==> config.mk <==
export PLATFORM = sky130hd
export DESIGN_NAME = sw_port_group
export DESIGN_NICKNAME = d
export VERILOG_FILES = /design/src/rtl/sw_pkg.sv /design/src/rtl/sw_port_fifo.sv /design/src/rtl/sw_port_group.sv
export SDC_FILE = /design/constraint.sdc
export NUM_CORES = 1
export LEC_CHECK = 0
export BUFFER_PORTS_ARGS = -buffer_cell sky130_fd_sc_hd__buf_2
export CAP_MARGIN = 10
export CELL_PAD_IN_SITES_DETAIL_PLACEMENT = 1
export CELL_PAD_IN_SITES_GLOBAL_PLACEMENT = 2
export CORE_AREA = 3 3 233 235
export CTS_BUF_LIST = sky130_fd_sc_hd__clkbuf_4 sky130_fd_sc_hd__clkbuf_8
export DETAILED_ROUTE_END_ITERATION = 10
export DIE_AREA = 0 0 236 238
export PLACE_DENSITY = 0.79
export SYNTH_ARGS = -nofsm -noshare
export SYNTH_HDL_FRONTEND = slang
export SYNTH_SLANG_ARGS = --single-unit
==> constraint.sdc <==
create_clock -name clk -period 4.6 [get_ports clk]
set_input_delay 0.23 -clock clk [delete_from_list [all_inputs] [get_ports clk]]
set_output_delay 0.23 -clock clk [all_outputs]
set_load 0.01 [all_outputs]
==> src/rtl/sw_pkg.sv <==
// Shared types and helpers for the switch egress stage.
package sw_pkg;

   typedef enum logic [1:0] {
      IDLE,
      PAYLOAD,
      DROP
   } ing_state_t;

   localparam logic [31:0] DEF_BCAST_ADDR = '1;

   // Occupancy counter width: must represent 0..depth inclusive.
   function automatic int lvl_w(input int depth);
      return $clog2(depth) + 1;
   endfunction

endpackage

==> src/rtl/sw_port_fifo.sv <==
// Single egress FIFO: synchronous write, registered pop data with a one-cycle valid pulse.
module sw_port_fifo
   import sw_pkg::*;
#(
   parameter  int W_WIDTH    = 8,
   parameter  int FIFO_DEPTH = 16,
   localparam int LW         = lvl_w(FIFO_DEPTH),
   localparam int AW         = $clog2(FIFO_DEPTH)
) (
   input  logic               clk,
   input  logic               rst,
   input  logic               wr,
   input  logic [W_WIDTH-1:0] wdata,
   input  logic               rd,
   output logic [W_WIDTH-1:0] rdata,
   output logic               vld,
   output logic               full,
   output logic               empty,
   output logic [LW-1:0]      level
);

   logic [W_WIDTH-1:0] mem [FIFO_DEPTH];
   logic [AW-1:0]      wr_ptr;
   logic [AW-1:0]      rd_ptr;
   logic               push;
   logic               pop;

   assign full  = (level == LW'(FIFO_DEPTH));
   assign empty = (level == '0);
   assign push  = wr & ~full;
   assign pop   = rd & ~empty;

   // NOTE: the storage array has no reset; the pointers and level alone decide what is valid.
   always_ff @(posedge clk) begin
      if (push) mem[wr_ptr] <= wdata;
   end

   // NOTE: non-blocking assignments so every register samples pre-edge values of the others.
   always_ff @(posedge clk or posedge rst) begin
      if (rst) begin
         wr_ptr <= '0;
         rd_ptr <= '0;
         level  <= '0;
         rdata  <= '0;
         vld    <= 1'b0;
      end else begin
         vld <= pop;
         if (push) wr_ptr <= wr_ptr + 1'b1;
         if (pop) begin
            rd_ptr <= rd_ptr + 1'b1;
            rdata  <= mem[rd_ptr];
         end
         case ({push, pop})
            2'b10:   level <= level + 1'b1;
            2'b01:   level <= level - 1'b1;
            default: level <= level;
         endcase
      end
   end

endmodule

==> src/rtl/sw_port_group.sv <==
// Multi-port egress stage: header decode, ingress FSM, per-port FIFOs and drop counter.
module sw_port_group
   import sw_pkg::*;
#(
   parameter  int                 NUM_PORTS  = 4,
   parameter  int                 W_WIDTH    = 8,
   parameter  int                 FIFO_DEPTH = 16,
   parameter  logic [W_WIDTH-1:0] BCAST_ADDR = W_WIDTH'(DEF_BCAST_ADDR),
   localparam int                 LW         = lvl_w(FIFO_DEPTH)
) (
   input  logic                           clk,
   input  logic                           rst,
   input  logic                           sw_en,
   input  logic [W_WIDTH-1:0]             port_data,
   input  logic [NUM_PORTS*W_WIDTH-1:0]   port_addr,
   output logic                           in_rdy,
   input  logic [NUM_PORTS-1:0]           port_rd,
   output logic [NUM_PORTS*W_WIDTH-1:0]   port_out,
   output logic [NUM_PORTS-1:0]           port_vld,
   output logic [NUM_PORTS-1:0]           port_rdy,
   output logic [NUM_PORTS*LW-1:0]        port_level,
   output logic [15:0]                    drop_cnt
);

   ing_state_t           state;
   logic [NUM_PORTS-1:0] hdr_mask;
   logic [NUM_PORTS-1:0] mask_q;
   logic [NUM_PORTS-1:0] full;
   logic [NUM_PORTS-1:0] empty;
   logic [NUM_PORTS-1:0] wr_vec;
   logic                 accept;

   // NOTE: every always_comb output gets a default first so no latch is inferred.
   always_comb begin
      hdr_mask = '0;
      for (int i = 0; i < NUM_PORTS; i++)
         hdr_mask[i] = (port_data == port_addr[i*W_WIDTH +: W_WIDTH]);
      if (port_data == BCAST_ADDR) hdr_mask = '1;
   end

   // A header waits in IDLE until all of its targets have room; broadcast follows the slowest port.
   always_comb begin
      in_rdy = 1'b1;
      case (state)
         IDLE:    in_rdy = ~|(hdr_mask & full);
         PAYLOAD: in_rdy = ~|(mask_q & full);
         default: in_rdy = 1'b1;
      endcase
   end

   assign accept = sw_en & in_rdy;

   always_comb begin
      wr_vec = '0;
      if (accept) begin
         case (state)
            IDLE:    wr_vec = hdr_mask;
            PAYLOAD: wr_vec = mask_q;
            default: wr_vec = '0;
         endcase
      end
   end

   always_ff @(posedge clk or posedge rst) begin
      if (rst) begin
         state    <= IDLE;
         mask_q   <= '0;
         drop_cnt <= '0;
      end else begin
         case (state)
            IDLE: begin
               if (accept) begin
                  if (|hdr_mask) begin
                     mask_q <= hdr_mask;
                     state  <= PAYLOAD;
                  end else begin
                     if (drop_cnt != 16'hFFFF) drop_cnt <= drop_cnt + 16'd1;
                     state <= DROP;
                  end
               end
            end
            PAYLOAD, DROP: begin
               if (!sw_en) state <= IDLE;
            end
            default: state <= IDLE;
         endcase
      end
   end

   for (genvar g = 0; g < NUM_PORTS; g++) begin : g_port
      sw_port_fifo #(
         .W_WIDTH    (W_WIDTH),
         .FIFO_DEPTH (FIFO_DEPTH)
      ) u_fifo (
         .clk   (clk),
         .rst   (rst),
         .wr    (wr_vec[g]),
         .wdata (port_data),
         .rd    (port_rd[g]),
         .rdata (port_out[g*W_WIDTH +: W_WIDTH]),
         .vld   (port_vld[g]),
         .full  (full[g]),
         .empty (empty[g]),
         .level (port_level[g*LW +: LW])
      );
      assign port_rdy[g] = ~empty[g];
   end

endmodule

== Word level (Yosys, flattened, before mapping) ==
Memory sizes are Yosys's and may differ from the RTL's. A register that Yosys moved wholly into a read port is not among the register bits.
Index checks and enable logic that the tools add are counted.

* Bits in writable memories: 512
* Memories kept: 4
* Logic and storage cells: 120
* Register bits after elaboration: 78
* Input port bits: 47

* Bitwise operators: 20
* Multiplexer cells: 20
* Equality and inequality tests: 22
* Reductions and logical operators: 18
* Add/subtract/negate cells: 17

{| class="wikitable"
|+ Memory list
! memory !! depth !! width !! rd ports !! clocked after Yosys merged registers in !! wr ports !! RTL line !! RTL
|-
| g_port[0].u_fifo.mem || 16 || 8 || 1 || 1 || 1 || sw_port_fifo.sv:22 || <nowiki>logic [W_WIDTH-1:0] mem [FIFO_DEPTH];</nowiki>
|-
| g_port[1].u_fifo.mem || 16 || 8 || 1 || 1 || 1 || sw_port_fifo.sv:22 ||
|-
| g_port[2].u_fifo.mem || 16 || 8 || 1 || 1 || 1 || sw_port_fifo.sv:22 ||
|-
| g_port[3].u_fifo.mem || 16 || 8 || 1 || 1 || 1 || sw_port_fifo.sv:22 ||
|}

{| class="wikitable"
|+ Operator list
! kind !! number
|-
| 5-bit case mux with 2 select lines || 4
|-
| 4-bit by 1-bit adder with 4-bit output (second input constant) || 8
|-
| 8-bit equality test || 4
|-
| 5-bit by 1-bit adder with 5-bit output (second input constant) || 4
|-
| 5-bit equality test (second input constant) || 4
|-
| 5-bit logical NOT || 4
|-
| 5-bit by 1-bit subtractor with 5-bit output (second input constant) || 4
|-
| 16-bit by 1-bit adder with 16-bit output (second input constant) || 1
|-
| 16-bit inequality test (second input constant) || 1
|-
| 4-bit OR reduction || 3
|-
| 2-bit by 1-bit equality test with 1-bit output (second input constant) || 5
|-
| 2-bit equality test (second input constant) || 5
|-
| 1-bit bitwise AND || 9
|-
| 1-bit inverter || 9
|-
| 4-bit bitwise AND || 2
|-
| 8-bit equality test (second input constant) || 1
|-
| 1-bit two-way mux || 8
|-
| 4-bit two-way mux || 2
|-
| 4-bit case mux with 2 select lines || 1
|-
| 2-bit nonzero test || 4
|-
| 2-bit two-way mux || 3
|-
| 2-bit inequality test (second input constant) || 2
|-
| 2-bit case mux with 2 select lines || 1
|-
| 4-bit AND reduction || 1
|-
| 6 further kinds || 7
|}

== Depth between registers and ports, before layout ==
* Depth in word-level cells: 11
* Mapped depth: 20
* Gate-level depth less buffers: 17

== Cells and area by module ==
From an unflattened synthesis, not the netlist that was laid out.

* Cells, all modules: 1449
* Area, all modules: 25602.1 µm²

{| class="wikitable"
|+ By module, submodules not included
! module !! instances !! area an instance (µm²) !! cells an instance
|-
| sw_port_fifo || 4 || 5978.2 || 318
|-
| sw_port_group || 1 || 1689.1 || 177
|}

== Worst setup path after synthesis ==
OpenSTA, ideal clock, no wires.

* Path kind: input-to-reg
* Start: input port_data[7]
* End: register g_port[0].u_fifo.level[4]
* Setup time: 0.128 ns
* Setup slack: 1.302 ns
* Path buffers: 3
* Stages: 17
* Arrival time: 3.169 ns
* Cells stage by stage: buf_2 > nand4_1 > or2_1 > o21ai_1 > a222oi_1 > a21oi_1 > buf_4 > nor2_2 > buf_2 > inv_2 > ha_1 > fa_1 > a21o_1 > a21oi_1 > xor2_1 > nor2_1 > xor2_1

* Longest elaborated chain between the ends: 11
* Elaborated cells between the ends (all ways): 18
* Classes of those cells: 7 x eq/ne; 5 x mux; 3 x bitwise; 3 x reduce/logical

{| class="wikitable"
|+ RTL lines
! element !! RTL line !! RTL
|-
| start, declared || sw_port_group.sv:14 || <nowiki>input logic [W_WIDTH-1:0] port_data,</nowiki>
|-
| 8-bit equality test (on tied branches) || sw_port_group.sv:37, sw_port_group.sv:38 ||
|-
| 4-bit two-way mux * || sw_port_group.sv:38 || <nowiki>if (port_data == BCAST_ADDR) hdr_mask = '1;</nowiki>
|-
| 4-bit bitwise AND || sw_port_group.sv:45 || <nowiki>IDLE: in_rdy = ~|(hdr_mask & full);</nowiki>
|-
| 4-bit OR reduction || sw_port_group.sv:45 ||
|-
| 1-bit logical NOT || sw_port_group.sv:45 ||
|-
| 1-bit case mux with 2 select lines || sw_port_group.sv:44 || <nowiki>case (state)</nowiki>
|-
| 1-bit bitwise AND || sw_port_group.sv:51 || <nowiki>assign accept = sw_en & in_rdy;</nowiki>
|-
| 4-bit two-way mux * || sw_port_group.sv:55 || <nowiki>if (accept) begin</nowiki>
|-
| 1-bit bitwise AND * || sw_port_fifo.sv:30 || <nowiki>assign push = wr & ~full;</nowiki>
|-
| 2-bit by 1-bit equality test with 1-bit output / 2-bit equality test (equally long branches) || sw_port_fifo.sv:53 || <nowiki>case ({push, pop})</nowiki>
|-
| 5-bit case mux with 2 select lines / 2-bit nonzero test (equally long branches) || n/a ||
|-
| end signal, assigned || sw_port_fifo.sv:54 || <nowiki>2'b10: level <= level + 1'b1;</nowiki>
|-
| end signal, assigned || sw_port_fifo.sv:55 || <nowiki>2'b01: level <= level - 1'b1;</nowiki>
|-
| end signal, assigned || sw_port_fifo.sv:56 || <nowiki>default: level <= level;</nowiki>
|-
| end, declared || sw_port_fifo.sv:19 || <nowiki>output logic [LW-1:0] level</nowiki>
|}

Mark *: on every way between the ends. The rest lies on a longest branch, timed or not.
A chain may end at the register's enable or synchronous reset.

== Worst setup path in the final report ==
* Start: input port_data[2]
* End: register g_port[3].u_fifo.level[4]

* Longest elaborated chain between the ends: 11
* Elaborated cells between the ends (all ways): 18
* Classes of those cells: 7 x eq/ne; 5 x mux; 3 x bitwise; 3 x reduce/logical

{| class="wikitable"
|+ RTL lines
! element !! RTL line
|-
| 8-bit equality test (on tied branches) || sw_port_group.sv:37, sw_port_group.sv:38
|-
| 4-bit two-way mux * || sw_port_group.sv:38
|-
| 4-bit bitwise AND || sw_port_group.sv:45
|-
| 4-bit OR reduction || sw_port_group.sv:45
|-
| 1-bit logical NOT || sw_port_group.sv:45
|-
| 1-bit case mux with 2 select lines || sw_port_group.sv:44
|-
| 1-bit bitwise AND || sw_port_group.sv:51
|-
| 4-bit two-way mux * || sw_port_group.sv:55
|-
| 1-bit bitwise AND * || sw_port_fifo.sv:30
|-
| 2-bit by 1-bit equality test with 1-bit output / 2-bit equality test (equally long branches) || sw_port_fifo.sv:53
|-
| 5-bit case mux with 2 select lines / 2-bit nonzero test (equally long branches) || n/a
|-
| end signal, assigned || sw_port_fifo.sv:54
|-
| end signal, assigned || sw_port_fifo.sv:55
|-
| end signal, assigned || sw_port_fifo.sv:56
|-
| end, declared || sw_port_fifo.sv:19
|}

Marked as above.

==> impl_metrics.yaml <==
final_layout:
  drive_gt1_share_pct: 31.36
  final_nets: 1674
  syn_to_final_growth_pct: 14.56
  fillers: 4761
synthesis:
  ys_types: 51
  synth_seq_cells: 622
  ys.flop_type: "edfxtp_1"
  synth_warnings: 0
  syn_area_mm2: 0.02548
  synthAdderAreaFrac_pct: 2.229
  synth_top_family_by_area: "multiplexers"
  synthMuxAreaShare_pct: 14.66
  yosysMostFrequentCell: "edfxtp_1"
  syn_area_per_cell_um2: 18.37
  synth.area.top_cells: "edfxtp_1, mux4_2, dfrtp_1"
  synth_top_area_share_pct: 60.34
  synth_compound_area_share_pct: 1.296
  yosysTopAreaCell: "edfxtp_1"
  syn_nets: 1477
  synthArstFlopShare_pct: 17.68
  synthXorXnorAreaFrac_pct: 3.128
  synthSimpleGateAreaFrac_pct: 5.760
  synth_commonest_cells: "edfxtp_1, mux4_2, nand2_1"
  synth_edf_count: 512
  yosysSeqAreaShare_pct: 71.14
  syn_inst: 1387
clocking:
  cts_root_buffer: "clkbuf_8"
  htree_levels: 3
  cts_sinks: 622
  cts_tree: "yes"
  clock_latency_ps: 690
  cts_hold_buf: 3
  postCtsSetupBuffers: 0
  clockBufferDepth: 3
  clkTransAtPathRegs_ps: 60
  numCtsBuffers: 102
  ctsResizeCount: 0
sta:
  setup_viol_count_final: 0
  finalCritPeriodShare_pct: 84.67
  relSlewSlack_pct: 27.96
  worst_slew_pin_slew_ps: 1081
  finalClockSkew_ps: 28.06
  period_minus_slack_ps: 3895
  hold_ws_ps: 67.67
  hold_viol: 0
  slew_viol_final: 0
  max_freq_mhz: 256.8
  fin_setup_tns_ps: 0
  grt_setup_unrepaired: "false"
setup_path:
  cpPeakStageDelay_ps: 560
  crit_end: "g_port[3].u_fifo.level[4]"
  cp-startpoint: "port_data[2]"
  crit_required_ps: 5160
  r2r-start: "g_port[0].u_fifo.level[0]"
  reg2reg_depth: 18
  crit_arrival_ps: 4450
  start_kind: "input port"
  critPathMaxFanout: 15
  crit_slowest_cell: "a222oi_1"
  critPathKind: "input port to flop"
  rrSetupSlack_ps: 830
  path_cells: "dlygate4sd3_1 > buf_2 > nand4_1 > or2_1 > o21ai_1 > a222oi_1 > a21oi_1 > buf_4 > nor2_2 > inv_2 > ha_1 > inv_1 > fa_1 > inv_1 > a21o_1 > a21oi_1 > xnor2_1 > nor2_1 > xor2_1"
  r2r-end: "g_port[3].u_fifo.level[4]"
  critPathCaptureType: "flop"
routing:
  drt_pass1_iterations: 5
  drc: 0
  routed_wl_mm: 60.35
  postRouteAntennaNets: 0
  wl_per_cell_um: 25.45
  vias: 13320
  drt-vias-per-instance: 5.620
  first_iter_violations: 1134
floorplan:
  rows: 84
  dieArea_mm2: 0.05617
  core_mm2: 0.05245
  die_y_um: 238
  start_util_pct: 48.59
  die_w_um: 236
  io_pins: 124
worst_hold_path:
  hold_path.class: "input port to flop"
global_route:
  grt_usage_pct: 21.97
  grt_start_max_net_pins: 76
  antenna_found_initial: 18
  overflow: 0
  grt_pass1_wl_mm: 92.15
  grt_pass1_vias: 14210
pwr:
  power_density_mw_per_mm2: 557.9
  p_leak_nw: 10.52
  power.share.combinational_pct: 23.2
  switching_share_pct: 29.48
  pwr-share-seq_pct: 45.7
  max-vdd-ir-drop_mv: 0.2497
  p_clk_share_pct: 31.1
  switchingPower_mw: 4.800
  p_int_mw: 11.49
status:
  status: "finished, final reports clean"
place:
  hpwlAfterDp_mm: 39.90
  gp_congestion: 0.7796
  io_buffers: 123
run:
  max-cap-violations: 0
metrics by stage:
stage,area (um^2),std cells,utilization (%),worst slack [ps],power [mW]
after floorplan,25480,1387,-,1302,10.04
after global placement,26960,2165,51.40,718.7,11.34
after detailed placement,26960,2165,51.40,480.1,11.43
after CTS,29160,2359,55.61,840.1,16.52
after global routing,29180,2364,55.63,447.8,17.14
final,29190,2371,55.66,705.3,16.29
worst min-delay path by stage:
stage | startpoint | to | slack, ps | cells past startpoint
detailed placement | rst | drop_cnt[13] | 440 | 2
global route | port_data[3] | g_port[2].u_fifo.mem[1][3] | 40 | 1
CTS | port_data[3] | g_port[2].u_fifo.mem[11][3] | 5 | 1
finish | port_data[3] | g_port[2].u_fifo.mem[11][3] | 70 | 1
floorplan | port_data[0] | g_port[0].u_fifo.mem[0][0] | 330 | 0
global placement | rst | drop_cnt[13] | 420 | 2
cell type report:
cell class	count	area, um^2	area share (%)
repair buffers	167	953.4	3.266
flip-flops and latches	622	18140	62.13
clock inverters	39	309.0	1.059
inverters	35	136.4	0.4672
well taps	688	860.8	2.949
diodes	12	30.03	0.1029
clock buffers	152	1867	6.395
multi-input cells	656	6899	23.63
routing by layer:
layer  vias to the layer above  track usage (%)  part of all wire, %
met4                        14            6.527                  2.0
met5                         -                0                 0.14
met2                       392            34.68                   48
met1                      6998            31.11                   44
li1                       5827                -                    -
met3                        93            4.947                  6.4
power groups by stage:
stage	registers [mW]	clock network (mW)	logic (mW)
2_1_floorplan	6.94	0	3.09
6_report	7.45	5.07	3.77
4_1_cts	7.49	5.18	3.85
3_3_place_gp	7.58	0	3.76
5_1_grt	7.59	5.46	4.09
3_5_place_dp	7.60	0	3.83
cell usage in the layout, fill, tap and decap left out, types with 7 or more instances in the layout:
cell and count:
a21o_1 8, a21oi_1 11, and2_1 16, and3_1 28, buf_2 123, buf_4 41
clkbuf_4 36, clkbuf_8 116, clkinv_1 18, clkinv_2 12, dfrtp_1 102, dfrtp_2 8
diode_2 12, edfxtp_1 512, ha_1 39, inv_1 30, mux2_1 7, mux4_2 160
nand2_1 146, nand3_1 18, nand4_1 18, nor2_1 25, nor3_1 16, nor4_1 9
o21ai_0 10, xnor2_1 62, xor2_1 29
kinds of logic (layout without fill, tap and decap cells):
kind of cell | count (synthesis) | count (layout)
buffers and inverters | 109 | 393
XOR/XNOR | 91 | 91
AND/OR/NAND/NOR | 302 | 302
AO/OA/AOI/OAI | 48 | 48
other | 0 | 12
adder cells (fa/ha/maj) | 43 | 43
flip-flops | 622 | 622
multiplexers | 172 | 172
sequential cells by signal (all words and copies together) (netlist names):
| name | cells |
|---|---|
| drop_cnt | 16 |
| g_port.u_fifo.rdata | 32 |
| g_port.u_fifo.vld | 4 |
| g_port.u_fifo.level | 20 |
| g_port.u_fifo.rd_ptr | 16 |
| state | 2 |
| mask_q | 4 |
| g_port.u_fifo.mem | 512 |
| g_port.u_fifo.wr_ptr | 16 |
worst max-delay path: cells and delay by family:
kind | cells | cell delay, ps
adder cells (fa/ha/maj) | 2 | 480
AO/OA/AOI/OAI | 5 | 1170
XOR/XNOR | 2 | 280
buffers and inverters | 6 | 1250
AND/OR/NAND/NOR | 4 | 1000
(Power assumes the default switching activity.)
